==> src/rtl/usart_rx_sipo.sv <==
// ============================================================================
// usart_rx_sipo
//   Serial-in / parallel-out USART receiver (8N1, LSB first, idle-high line).
//   Each bit is sampled near its midpoint by a clock-count bit timer. The
//   received byte is held on DATA_OUT until the consumer acknowledges it.
//   Framing errors pulse for one cycle; lost bytes raise a sticky overrun flag.
//
// Parameters
//   CLKS_PER_BIT : CLK cycles per serial bit (even, >= 4)
//   CNT_W        : bit-timer width, 2**CNT_W > CLKS_PER_BIT
//
// Ports
//   CLK         in   system clock, rising edge
//   CLR         in   asynchronous active-low reset
//   SERIAL_IN   in   asynchronous serial line, idle high
//   RD_ACK      in   consumer strobe, clears RX_FULL
//   DATA_OUT    out  [7:0] last received byte
//   RX_FULL     out  DATA_OUT holds an unread byte
//   FRAMING_ERR out  one-cycle pulse when the stop bit is sampled low
//   OVERRUN     out  sticky: a byte was dropped because RX_FULL was set
//   BUSY        out  high whenever the receiver is not idle
// ============================================================================
module usart_rx_sipo #(
    parameter int CLKS_PER_BIT = 16,
    parameter int CNT_W        = 8
) (
    input  logic       CLK,
    input  logic       CLR,
    input  logic       SERIAL_IN,
    input  logic       RD_ACK,
    output logic [7:0] DATA_OUT,
    output logic       RX_FULL,
    output logic       FRAMING_ERR,
    output logic       OVERRUN,
    output logic       BUSY
);

    typedef enum logic [2:0] {
        S_IDLE,
        S_START,
        S_DATA,
        S_STOP,
        S_BREAK
    } state_t;

    // Timer terminal counts: the start bit is checked after half a bit so that
    // every later sample lands one full bit period further, i.e. mid-bit.
    localparam logic [CNT_W-1:0] HALF_LAST = CNT_W'(CLKS_PER_BIT / 2 - 1);
    localparam logic [CNT_W-1:0] BIT_LAST  = CNT_W'(CLKS_PER_BIT - 1);

    logic             r_sync1;
    logic             r_sync2;
    state_t           r_state;
    logic [CNT_W-1:0] r_timer;
    logic [2:0]       r_bit_idx;
    logic [7:0]       r_shift;
    logic [7:0]       r_data;
    logic             r_full;
    logic             r_ferr;
    logic             r_ovr;
    logic             r_busy;

    logic             w_rx_s;
    logic             w_half_done;
    logic             w_bit_done;

    assign w_rx_s      = r_sync2;
    assign w_half_done = (r_timer == HALF_LAST);
    assign w_bit_done  = (r_timer == BIT_LAST);

    assign DATA_OUT    = r_data;
    assign RX_FULL     = r_full;
    assign FRAMING_ERR = r_ferr;
    assign OVERRUN     = r_ovr;
    assign BUSY        = r_busy;

    // Two-flop synchronizer; resets to the idle (high) line level so that
    // leaving reset never looks like a start bit.
    always_ff @(posedge CLK or negedge CLR) begin
        if (!CLR) begin
            r_sync1 <= 1'b1;
            r_sync2 <= 1'b1;
        end else begin
            r_sync1 <= SERIAL_IN;
            r_sync2 <= r_sync1;
        end
    end

    always_ff @(posedge CLK or negedge CLR) begin
        if (!CLR) begin
            r_state   <= S_IDLE;
            r_timer   <= '0;
            r_bit_idx <= '0;
            r_shift   <= '0;
            r_data    <= '0;
            r_full    <= 1'b0;
            r_ferr    <= 1'b0;
            r_ovr     <= 1'b0;
            r_busy    <= 1'b0;
        end else begin
            r_ferr <= 1'b0;

            // An acknowledge empties the holding register; a stop-bit load on
            // the same edge (below) overrides this and keeps RX_FULL set.
            if (RD_ACK) begin
                r_full <= 1'b0;
            end

            case (r_state)
                S_IDLE: begin
                    r_timer <= '0;
                    if (!w_rx_s) begin
                        r_state <= S_START;
                        r_busy  <= 1'b1;
                    end
                end

                S_START: begin
                    if (w_half_done) begin
                        r_timer   <= '0;
                        r_bit_idx <= '0;
                        if (!w_rx_s) begin
                            r_state <= S_DATA;
                        end else begin
                            // Line went back high: a glitch, not a frame.
                            r_state <= S_IDLE;
                            r_busy  <= 1'b0;
                        end
                    end else begin
                        r_timer <= r_timer + CNT_W'(1);
                    end
                end

                S_DATA: begin
                    if (w_bit_done) begin
                        r_timer   <= '0;
                        // LSB arrives first; after eight right shifts it sits in bit 0.
                        r_shift   <= {w_rx_s, r_shift[7:1]};
                        r_bit_idx <= r_bit_idx + 3'd1;
                        if (r_bit_idx == 3'd7) begin
                            r_state <= S_STOP;
                        end
                    end else begin
                        r_timer <= r_timer + CNT_W'(1);
                    end
                end

                S_STOP: begin
                    if (w_bit_done) begin
                        r_timer <= '0;
                        if (w_rx_s) begin
                            r_state <= S_IDLE;
                            r_busy  <= 1'b0;
                            // A same-edge acknowledge frees the register, so
                            // the new byte is loaded rather than dropped.
                            if (!r_full || RD_ACK) begin
                                r_data <= r_shift;
                                r_full <= 1'b1;
                            end else begin
                                r_ovr <= 1'b1;
                            end
                        end else begin
                            r_ferr  <= 1'b1;
                            r_state <= S_BREAK;
                        end
                    end else begin
                        r_timer <= r_timer + CNT_W'(1);
                    end
                end

                S_BREAK: begin
                    // Hold off until the line returns high so a stuck-low
                    // line cannot be decoded as a stream of zero frames.
                    if (w_rx_s) begin
                        r_state <= S_IDLE;
                        r_busy  <= 1'b0;
                    end
                end

                default: begin
                    r_state <= S_IDLE;
                    r_busy  <= 1'b0;
                end
            endcase
        end
    end

endmodule

==> config.mk <==
export PLATFORM = sky130hd
export DESIGN_NAME = usart_rx_sipo
export DESIGN_NICKNAME = d
export VERILOG_FILES = /design/src/rtl/usart_rx_sipo.sv
export SDC_FILE = /design/constraint.sdc
export NUM_CORES = 1
export LEC_CHECK = 0
export BUFFER_PORTS_ARGS = -buffer_cell sky130_fd_sc_hd__buf_2
export CORE_AREA = 3 3 73 75
export DETAILED_ROUTE_END_ITERATION = 12
export DIE_AREA = 0 0 76 78
export HOLD_SLACK_MARGIN = 0.03
export SLEW_MARGIN = 5
export SYNTH_ARGS = -nofsm -noshare
export SYNTH_HDL_FRONTEND = slang
export SYNTH_SLANG_ARGS = --single-unit
==> constraint.sdc <==
create_clock -name CLK -period 2.5 [get_ports CLK]
set_clock_uncertainty 0.1 [all_clocks]
set_input_delay 0.25 -clock CLK [delete_from_list [all_inputs] [get_ports CLK]]
set_output_delay 0.25 -clock CLK [all_outputs]
set_load 0.01 [all_outputs]
# Word level (Yosys, flattened, before mapping)
# Index checks and enable logic that the tools add are counted.
# totals
reg_bits,36
out_inout_bits,12
elab_cells,68
# classes
addsub,2
eq_ne,13
n_mux,28
bitwise_logic,2
n_reduce_logical,12
# ops
operator,n
$mux W3,9
$pmux W8 S3,1
$mux W8,2
$pmux W3 S5,1
$mux W1,12
$ne A2 B2 Y1 const B,6
$reduce_and A4 Y1,3
$add A8 B1 Y8 const B,1
$eq A8 B3 Y1 const B,1
$eq A8 B4 Y1 const B,1
$eq A3 B2 Y1 const B,2
$eq A3 B3 Y1 const B,2
$pmux W3 S2,1
$reduce_and A6 Y1,1
$pmux W1 S5,1
$add A3 B1 Y3 const B,1
$eq A3 B1 Y1 const B,1
$logic_not A3 Y1,1
$reduce_and A3 Y1,1
$reduce_bool A3 Y1,1
$mux W2,1
$not A1 Y1,2
$reduce_and A2 Y1,1
$reduce_bool A2 Y1,1
other kinds (3),3

# Depth between registers and ports, before layout
# Gate-level depths: netlist (run 1).
# depth
word_depth,6
depth_mapped,6

# Worst setup path before layout (run 1)
# OpenSTA, ideal clock, no wires.
# synth_timing
path_kind,register to register
from,register r_timer[0]
to,"register r_data[0], in the netlist DATA_OUT[0]"
setup_time_ns,0.125
arrival_ns,1.751
required_time_ns,2.275
slack_ns,0.525
stages_incl_launch_ff,6
n_path_buf,0
period_less_slack_ns,1.975
cell_sequence,dfrtp_1 -> ha_1 -> and3_1 -> nand3_4 -> nor4_4 -> mux2_2
# synth_via
elab_chain_cells,2
# synth_lines
element,line,rtl
"start, declared",54,logic [CNT_W-1:0] r_timer;
"start signal, assigned",130,r_timer <= r_timer + CNT_W'(1);
"start signal, assigned",144,r_timer <= r_timer + CNT_W'(1);
"start signal, assigned",167,r_timer <= r_timer + CNT_W'(1);
$eq A8 B4 Y1,69,assign w_bit_done = (r_timer == BIT_LAST);
$reduce_and A4 Y1 (no line),--,
"end signal, assigned",157,r_data <= r_shift;
"end, declared",57,logic [7:0] r_data;
# No other way between the ends.
# A chain may end at the register's enable or synchronous reset.

# Final worst setup path (run 1)
# layout_timing
from,register r_timer[0]
to,"register r_data[3], in the netlist DATA_OUT[3]"
# Same word-level chain as after synthesis.

==> results of run 1 <==
cells in the mapped netlist, types with 2 or more instances:
master,instances
a21oi_1,2
a22o_1,3
a31oi_1,3
and3_1,2
buf_2,3
clkbuf_1,2
dfrtp_1,34
dfstp_2,2
ha_1,3
inv_1,6
mux2_2,15
mux2i_1,2
nand2_1,13
nand3_1,7
nand4_1,4
nor2_1,7
nor4_4,2
o21ai_0,6
o22ai_1,2
o311ai_0,2
repair_timing:
item | in CTS | in global routing
gates resized for setup | 0 | 0
hold buffers | 2 | 0
endpoints found under the hold margin | 35 | 0
kinds of logic after synthesis:
kind of cell / Yosys count
AOI/OAI and AO/OA: 24
xor gates and xnor gates: 1
adders and majority gates: 4
buffers and inverters: 12
DFF: 36
muxes: 18
and+or+nand+nor: 46
flip-flops by register name (all words and copies together) (netlist names):
register	count
BUSY	1
DATA_OUT	8
FRAMING_ERR	1
OVERRUN	1
RX_FULL	1
r_bit_idx	3
r_shift	8
r_state	3
r_sync1	1
r_sync2	1
r_timer	8
metal layers:
layer,up-vias,GRT usage (%),part of all wire (%)
met4,0,5.43,1.9
met2,25,18.3,46
li1,551,-,-
met5,-,0,0
met3,8,4.52,4.9
met1,574,15.8,47
where the power goes:
part	switching (mW)	internal, mW	total (mW)
combinational	0.171	0.136	0.307
clock	0.204	0.224	0.428
sequential	0.105	0.641	0.746
final cells by class:
| class | count | area, um2 | share of cell area, % |
|---|---|---|---|
| inverter | 6 | 22.5 | 1.17 |
| clock buffer | 7 | 86.3 | 4.50 |
| timing repair buffer | 19 | 110 | 5.74 |
| sequential | 36 | 903 | 47.1 |
| clock inverter | 1 | 7.51 | 0.392 |
| multi-input combinational | 93 | 703 | 36.7 |
| tap | 67 | 83.8 | 4.37 |
placed cells by master (no fill, tap or decap), drive strengths merged, types with 2 or more instances in the layout:
cell / synthesis / routed
a31oi: 3 / 3
a21oi: 2 / 2
nor4: 2 / 2
ha: 3 / 3
dfrtp: 34 / 34
and3: 2 / 2
o311ai: 2 / 2
nand4: 4 / 4
clkbuf: 2 / 7
nand2: 13 / 13
o31ai: 2 / 2
o22ai: 2 / 2
nor2: 7 / 7
nand3: 8 / 8
buf: 4 / 17
a22o: 3 / 3
inv: 6 / 6
dfstp: 2 / 2
mux2: 16 / 16
mux2i: 2 / 2
o21ai: 6 / 6
dlygate4sd3: 0 / 2
critical path: cells and delay by family, from the launching register on:
| kind | cells | cell delay (ps) |
|---|---|---|
| and+or+nand+nor | 3 | 950 |
| muxes | 1 | 400 |
| adders and majority gates | 1 | 260 |
| DFF | 1 | 390 |
through the flow:
stage                     instance area, um2  total power, mW  std cells
after floorplan                         1660            0.979        141
after global placement                  1800             1.05        219
after detailed placement                1800             1.06        219
after CTS                               1920             1.49        229
after global routing                    1920             1.60        229
final                                   1920             1.48        229
worst paths after layout:
| kind | start | to | slack (ps) | cells past startpoint |
|---|---|---|---|---|
| worst min register to register | r_sync1 | r_sync2 | 260 | 0 |
| max in group asynchronous | CLR | r_shift[4] | 1310 | 2 |
| min in group asynchronous | CLR | r_timer[6] | 480 | 2 |
| worst max-delay path | r_timer[0] | DATA_OUT[3] | 290 | 5 |
| worst max register to register | r_timer[0] | DATA_OUT[3] | 290 | 5 |
| worst min-delay path | RD_ACK | RX_FULL | 200 | 3 |
==> impl_metrics.tcl, run 1 <==
set metrics [dict create \
    cts_made_buffers 5 \
    grt_pass1_vias 1223 \
    worstMarginPinSlew_ps 786 \
    grt_use_total_pct 12.2 \
    areaGrowthSynthToFinish_pct 15.8 \
    ys_seq_area_share_pct 54.6 \
    power_density_nw_per_um2 773 \
    synthAdderAreaFrac_pct 2.87 \
    fp.dieH_um 78 \
    start_kind "register" \
    fin_setup_tns_ps 0 \
    max_freq_mhz 452 \
    ys_ff_latch 36 \
    yosys_warnings 0 \
    crit_slowest_cell "nor4_4" \
    slew_headroom_pct 47.6 \
    hold_viol 0 \
    start_util_pct 35.0 \
    grt_max_degree 37 \
    dp_hpwl_mm 2.14 \
    worstPathMaxFanout 8 \
    cts_root_buf "clkbuf_8" \
    drv_cap 0 \
    layout.nets 168 \
    die_area_um2 5930 \
    netlist_instances 141 \
    insertion_delay_ps 290 \
    crit_path_end_kind "register" \
    clk_pin_slew_ps 70 \
    drive_above_1_share_pct 29.0 \
    port_buffers 15 \
    cp_slowest_stage_delay_ps 520 \
    synth_cell_types 41 \
    diodes 0 \
    critPathKind "register to register" \
    drt-initial-drc-count 66 \
    chipWidth_um 76 \
    numClockSinks 36 \
    cts_tree "built" \
    firstDrtPassIters 4 \
    path_cells "ha_1 -> and3_1 -> nand3_4 -> nor4_4 -> mux2_2" \
    cts_buffer_depth 2 \
    slew_viol_final 0 \
    rows 25 \
    synth-xor-area-share_pct 0.529 \
    synth_fp_nets 148 \
    synth_edf_count 0 \
    required_ps 2570 \
    drt-total-wl_mm 3.15 \
    finalSetupViolCount 0 \
    peakVddDrop_uv 412 \
    post-route-period-util_pct 88.4 \
    core_area_um2 4720 \
    place_congestion 0.900 \
    viasPerCell 5.06 \
    synth_compound_area_share_pct 10.3 \
    min_path_type "primary input to register" \
    syn-cell-area_um2 1660 \
    rsz0062_at_grt "false" \
    async_flop_share_pct 100 \
    synth.area.top_cells "dfrtp_1, mux2_2, dfstp_2, nand2_1, nor4_4" \
    fillers 442 \
    post_drt_wl_per_cell_um 13.7 \
    overflow 0 \
    fin_ws_ps 289 \
    ant_nets 0 \
    pre_cts_slack_ps 286 \
    utilization_pct 40.6 \
    vias 1158 \
    worstPathArrival_ps 2280 \
    yosys.area.top_type "dfrtp_1" \
    synth_top_family_by_area "simple AND/OR/NAND/NOR gates" \
    post_cts_buffers 0 \
    route.detailed.drc 0 \
    synth_mux_area_share_pct 12.1 \
    grt_pass1_wl_mm 5.71 \
    grt_antenna_before_repair 0 \
    status "completed" \
    period_needed_ps 2210 \
    synth_ff_type "dfrtp_1" \
    htreeDepth 2 \
    synth_simple_gate_area_share_pct 16.7 \
    hold_ws_ps 196 \
    ios 16 \
    synth_top_area_share_pct 51.4 \
    postSynthAreaPerCell_um2 11.7 \
    power_leakage_nw 0.920 \
]
Note: power is estimated with default switching activity, not from simulation.
==> run 2: changes to the inputs <==
- CTS_BUF_LIST: not set -> sky130_fd_sc_hd__clkbuf_4
==> run 2 against run 1 <==
Setup slack lost 12 ps. Sequential power shrank 0.5%. Design area shrank 2.0%. Combinational power is essentially flat. Critical path depth is the same. Die area is the same. Non-clock buffer count is the same.
==> impl_metrics.tcl, run 2 (synthesis gave the netlist of run 1 again) <==
set metrics [dict create \
    place_congestion 0.900 \
    post-route-period-util_pct 88.9 \
    power.total_mw 1.35 \
    grt_antenna_before_repair 0 \
    dp.cells 219 \
    fillers 446 \
    die_area_um2 5930 \
    drt-initial-drc-count 85 \
    critical_path_buf_inv_count 0 \
    rr_startpoint "r_timer[0]" \
    stdcell_count 229 \
    crit_path_end_kind "register" \
    cts_root_buf "clkbuf_4" \
    fp.dieH_um 78 \
    peakVddDrop_uv 392 \
    power_leakage_nw 0.905 \
    chipWidth_um 76 \
    worstPathArrival_ps 2340 \
    regToRegSetupSlack_ps 280 \
    start_util_pct 35.0 \
    seq_area_um2 903 \
    min_to "RX_FULL" \
    areaGrowthSynthToFinish_pct 13.5 \
    post_cts_buffers 0 \
    power_density_nw_per_um2 721 \
    finalSetupViolCount 0 \
    grt_max_degree 37 \
    worstPathMaxFanout 8 \
    clk_pin_slew_ps 110 \
    fin_setup_tns_ps 0 \
    hp-start "RD_ACK" \
    hold_ws_ps 137 \
    ios 16 \
    crit_family "simple AND/OR/NAND/NOR gates" \
    rows 25 \
    max_freq_mhz 450 \
    status "completed" \
    overflow 0 \
    start_kind "register" \
    cts_tree "built" \
    hold_viol 0 \
    grt_pass1_wl_mm 5.53 \
    period_needed_ps 2220 \
    insertion_delay_ps 340 \
    worstRegToRegCells 5 \
    final_common_cell "dfrtp_1" \
    vias 1153 \
    worstMarginPinSlew_ps 779 \
    drv_cap 0 \
    multi_input_area_um2 703 \
    final_cell_mix "dfrtp_1, mux2_2, buf_2" \
    drt-total-wl_mm 3.02 \
    firstDrtPassIters 4 \
    hold_path_depth 3 \
    cts_buffer_depth 2 \
    grt_pass1_vias 1195 \
    crit_slowest_cell "nor4_4" \
    min_path_type "primary input to register" \
    numClockSinks 36 \
    post_drt_wl_per_cell_um 13.2 \
    required_ps 2620 \
    design_area_um2 1880 \
    critPathKind "register to register" \
    cp_slowest_stage_delay_ps 520 \
    core_area_um2 4720 \
    dp_hpwl_mm 2.14 \
    slew_headroom_pct 48.0 \
    cts_made_buffers 5 \
    drive_above_1_share_pct 29.0 \
    diodes 0 \
    ant_nets 0 \
    slew_viol_final 0 \
    viasPerCell 5.03 \
    htreeDepth 2 \
    worstReg2RegEnd "DATA_OUT[7]" \
    path_cells "ha_1 -> and3_1 -> nand3_4 -> nor4_4 -> mux2_2" \
    rsz0062_at_grt "false" \
    port_buffers 15 \
    layout.nets 168 \
    route.detailed.drc 0 \
    grt_use_total_pct 11.7 \
    place_area_um2 1800 \
]
run 2: cell types whose count changed in the layout (fill, tap and decap cells not counted), sizes merged:
cell,before,now
clkbuf,7,6
clkinv,0,1
run 2: power breakdown:
group	switching, mW	total, mW	internal (mW)
clock network	0.187	0.305	0.118
logic	0.171	0.307	0.136
registers	0.102	0.742	0.640
run 2: through the flow:
step	worst slack (ps)	utilization [%]
floorplan	525	-
global placement	362	38.2
detailed placement	286	38.2
CTS	255	39.8
global route	104	39.8
finish	277	39.8
run 2: worst max path at each step:
stage	start	end	slack [ps]	cells after the start
final	r_timer[0]	DATA_OUT[7]	280	5
after detailed placement	r_timer[0]	DATA_OUT[3]	290	5
after global routing	r_timer[0]	r_shift[6]	100	6
after global placement	r_timer[0]	DATA_OUT[0]	360	5
after floorplan	r_timer[0]	DATA_OUT[0]	520	5
after CTS	r_timer[0]	DATA_OUT[7]	250	5
run 2: layer usage:
metal	GRT usage [%]	wire (um)	vias to the layer above
met5	0	0	-
met4	4.35	36	0
met3	4.18	175	4
met2	17.6	1360	29
met1	15.5	1450	566
li1	-	-	554
run 2: layout make-up:
| class | instances | share of cell area (%) |
|---|---|---|
| Multi-Input combinational cell | 93 | 37.4 |
| Tap cell | 67 | 4.46 |
| Inverter | 6 | 1.20 |
| Sequential cell | 36 | 48.1 |
| Clock buffer | 6 | 2.40 |
| Timing Repair Buffer | 19 | 5.86 |
| Clock inverter | 2 | 0.599 |
run 2: worst min-delay path, stage by stage:
cell,delay (ps)
buf_2,70
nand2b_1,150
nand2_1,70
run 2: timing repair:
action | 4_1_cts | 5_1_grt
gates resized for setup | 0 | 0
setup endpoints to repair | 0 | 0
hold endpoints to repair | 35 | 0
hold buffers | 2 | 0
==> run 3: changes to the inputs <==
- GPL_TIMING_DRIVEN: not set -> 0
==> run 3 against run 2 <==
Hold slack worse by 39 ps. Die area is the same. Fmax decreased by 5.1%. Wire length increased by 2.1%. Core utilization increased by 0.74 points. Largest power group unchanged.
==> impl_metrics.tcl, run 3 (synthesis gave the netlist of run 1 again) <==
set metrics [dict create \
    die_area_um2 5930 \
    cts_made_buffers 5 \
    start_kind "register" \
    startpoint "r_timer[0]" \
    power_leakage_nw 0.922 \
    ant_nets 0 \
    grt_pass1_wl_mm 5.38 \
    route.detailed.drc 0 \
    ios 16 \
    insertion_delay_ps 350 \
    min_to "RX_FULL" \
    slew_viol_final 0 \
    rr_startpoint "r_timer[0]" \
    diodes 0 \
    worstPathMaxFanout 8 \
    grt_use_total_pct 11.3 \
    port_buffers 15 \
    hold_viol 0 \
    peakVddDrop_uv 361 \
    regToRegSetupSlack_ps 160 \
    dp.cells 223 \
    post-route-period-util_pct 93.7 \
    layout.nets 172 \
    p_sw_mw 0.488 \
    fp.dieH_um 78 \
    critPathKind "register to register" \
    power_density_nw_per_um2 775 \
    worstPathArrival_ps 2480 \
    drt-initial-drc-count 83 \
    hold_path_depth 3 \
    design_area_um2 1910 \
    final_common_cell "dfrtp_1" \
    cts_root_buf "clkbuf_4" \
    worstReg2RegEnd "r_shift[6]" \
    power.total_mw 1.48 \
    seqPwrFrac_pct 46.6 \
    crit_path_end_kind "register" \
    areaGrowthSynthToFinish_pct 15.6 \
    finalSetupViolCount 0 \
    core_area_um2 4720 \
    worstMarginPinSlew_ps 785 \
    rsz0062_at_grt "false" \
    htreeDepth 2 \
    cts_buffer_depth 2 \
    dp_hpwl_mm 2.17 \
    post_cts_buffers 0 \
    rows 25 \
    fin_setup_tns_ps 0 \
    power_switching_share_pct 32.9 \
    overflow 0 \
    min_path_type "primary input to register" \
    clk_pin_slew_ps 110 \
    start_util_pct 35.0 \
    status "completed" \
    stdcell_count 233 \
    grt_antenna_before_repair 0 \
    final_cell_mix "dfrtp_1, buf_2, mux2_2" \
    grt_max_degree 37 \
    vias 1175 \
    drive_above_1_share_pct 29.5 \
    cts_tree "built" \
    viasPerCell 5.04 \
    p_clk_share_pct 27.9 \
    place_congestion 0.836 \
    place_area_um2 1810 \
    internal_power_mw 0.995 \
    post_drt_wl_per_cell_um 13.2 \
    numClockSinks 36 \
    worstRegToRegCells 5 \
    drt-total-wl_mm 3.08 \
    drv_cap 0 \
    p_comb_share_pct 25.6 \
    chipWidth_um 76 \
    utilization_pct 40.5 \
    period_needed_ps 2340 \
    grt_pass1_vias 1180 \
    hp-start "RD_ACK" \
    firstDrtPassIters 4 \
    required_ps 2640 \
    ctsResizeCount 0 \
    max_freq_mhz 427 \
    slew_headroom_pct 47.6 \
]
[run 3: layout make-up]
cell class,instances,area [um2]
Tap cell,67,83.8
Sequential cell,36,903
Timing Repair Buffer,17,95.1
Fill cell,470,2810
Clock inverter,3,42.5
Inverter,6,22.5
Multi-Input combinational cell,93,703
Buffer,6,26.3
Clock buffer,5,37.5
[run 3: what timing repair did]
action,CTS,global route
hold buffers,2,0
hold endpoints to repair,35,0
setup endpoints to repair,0,0
[run 3: worst max path at each step]
stage                  end  slack [ps]  cells after the start
2_1_floorplan  DATA_OUT[0]         520                      5
3_3_place_gp   DATA_OUT[7]         260                      5
3_5_place_dp    r_shift[6]         210                      5
4_1_cts         r_shift[6]         150                      5
5_1_grt         r_shift[6]          20                      5
6_report        r_shift[6]         160                      5
[run 3: routing by layer]
layer,wire length (um),GRT usage [%],vias to the layer above
li1,-,-,570
met1,1400,13.4,572
met2,1460,19.1,25
met3,173,3.25,8
met4,51,4.89,0
met5,0,0,-
[run 3: worst max-delay path, cell delays in order (launching register included)]
cell     delay, ps
dfrtp_1        410
ha_1           280
and3_1         290
nand3_4        160
nor3_1         580
mux2_2         410
[run 3: power groups by stage]
stage	registers, mW	logic [mW]	clock network (mW)
floorplan	0.694	0.285	0
global placement	0.699	0.365	0
detailed placement	0.702	0.373	0
CTS	0.690	0.379	0.422
global route	0.701	0.434	0.451
finish	0.691	0.379	0.413
[run 3: per-stage QoR]
stage | hold slack (ps) | setup slack (ps)
6_report | 98.1 | 158
5_1_grt | 136 | 20.0
3_3_place_gp | 248 | 264
2_1_floorplan | -146 | 525
4_1_cts | 104 | 154
3_5_place_dp | 247 | 213
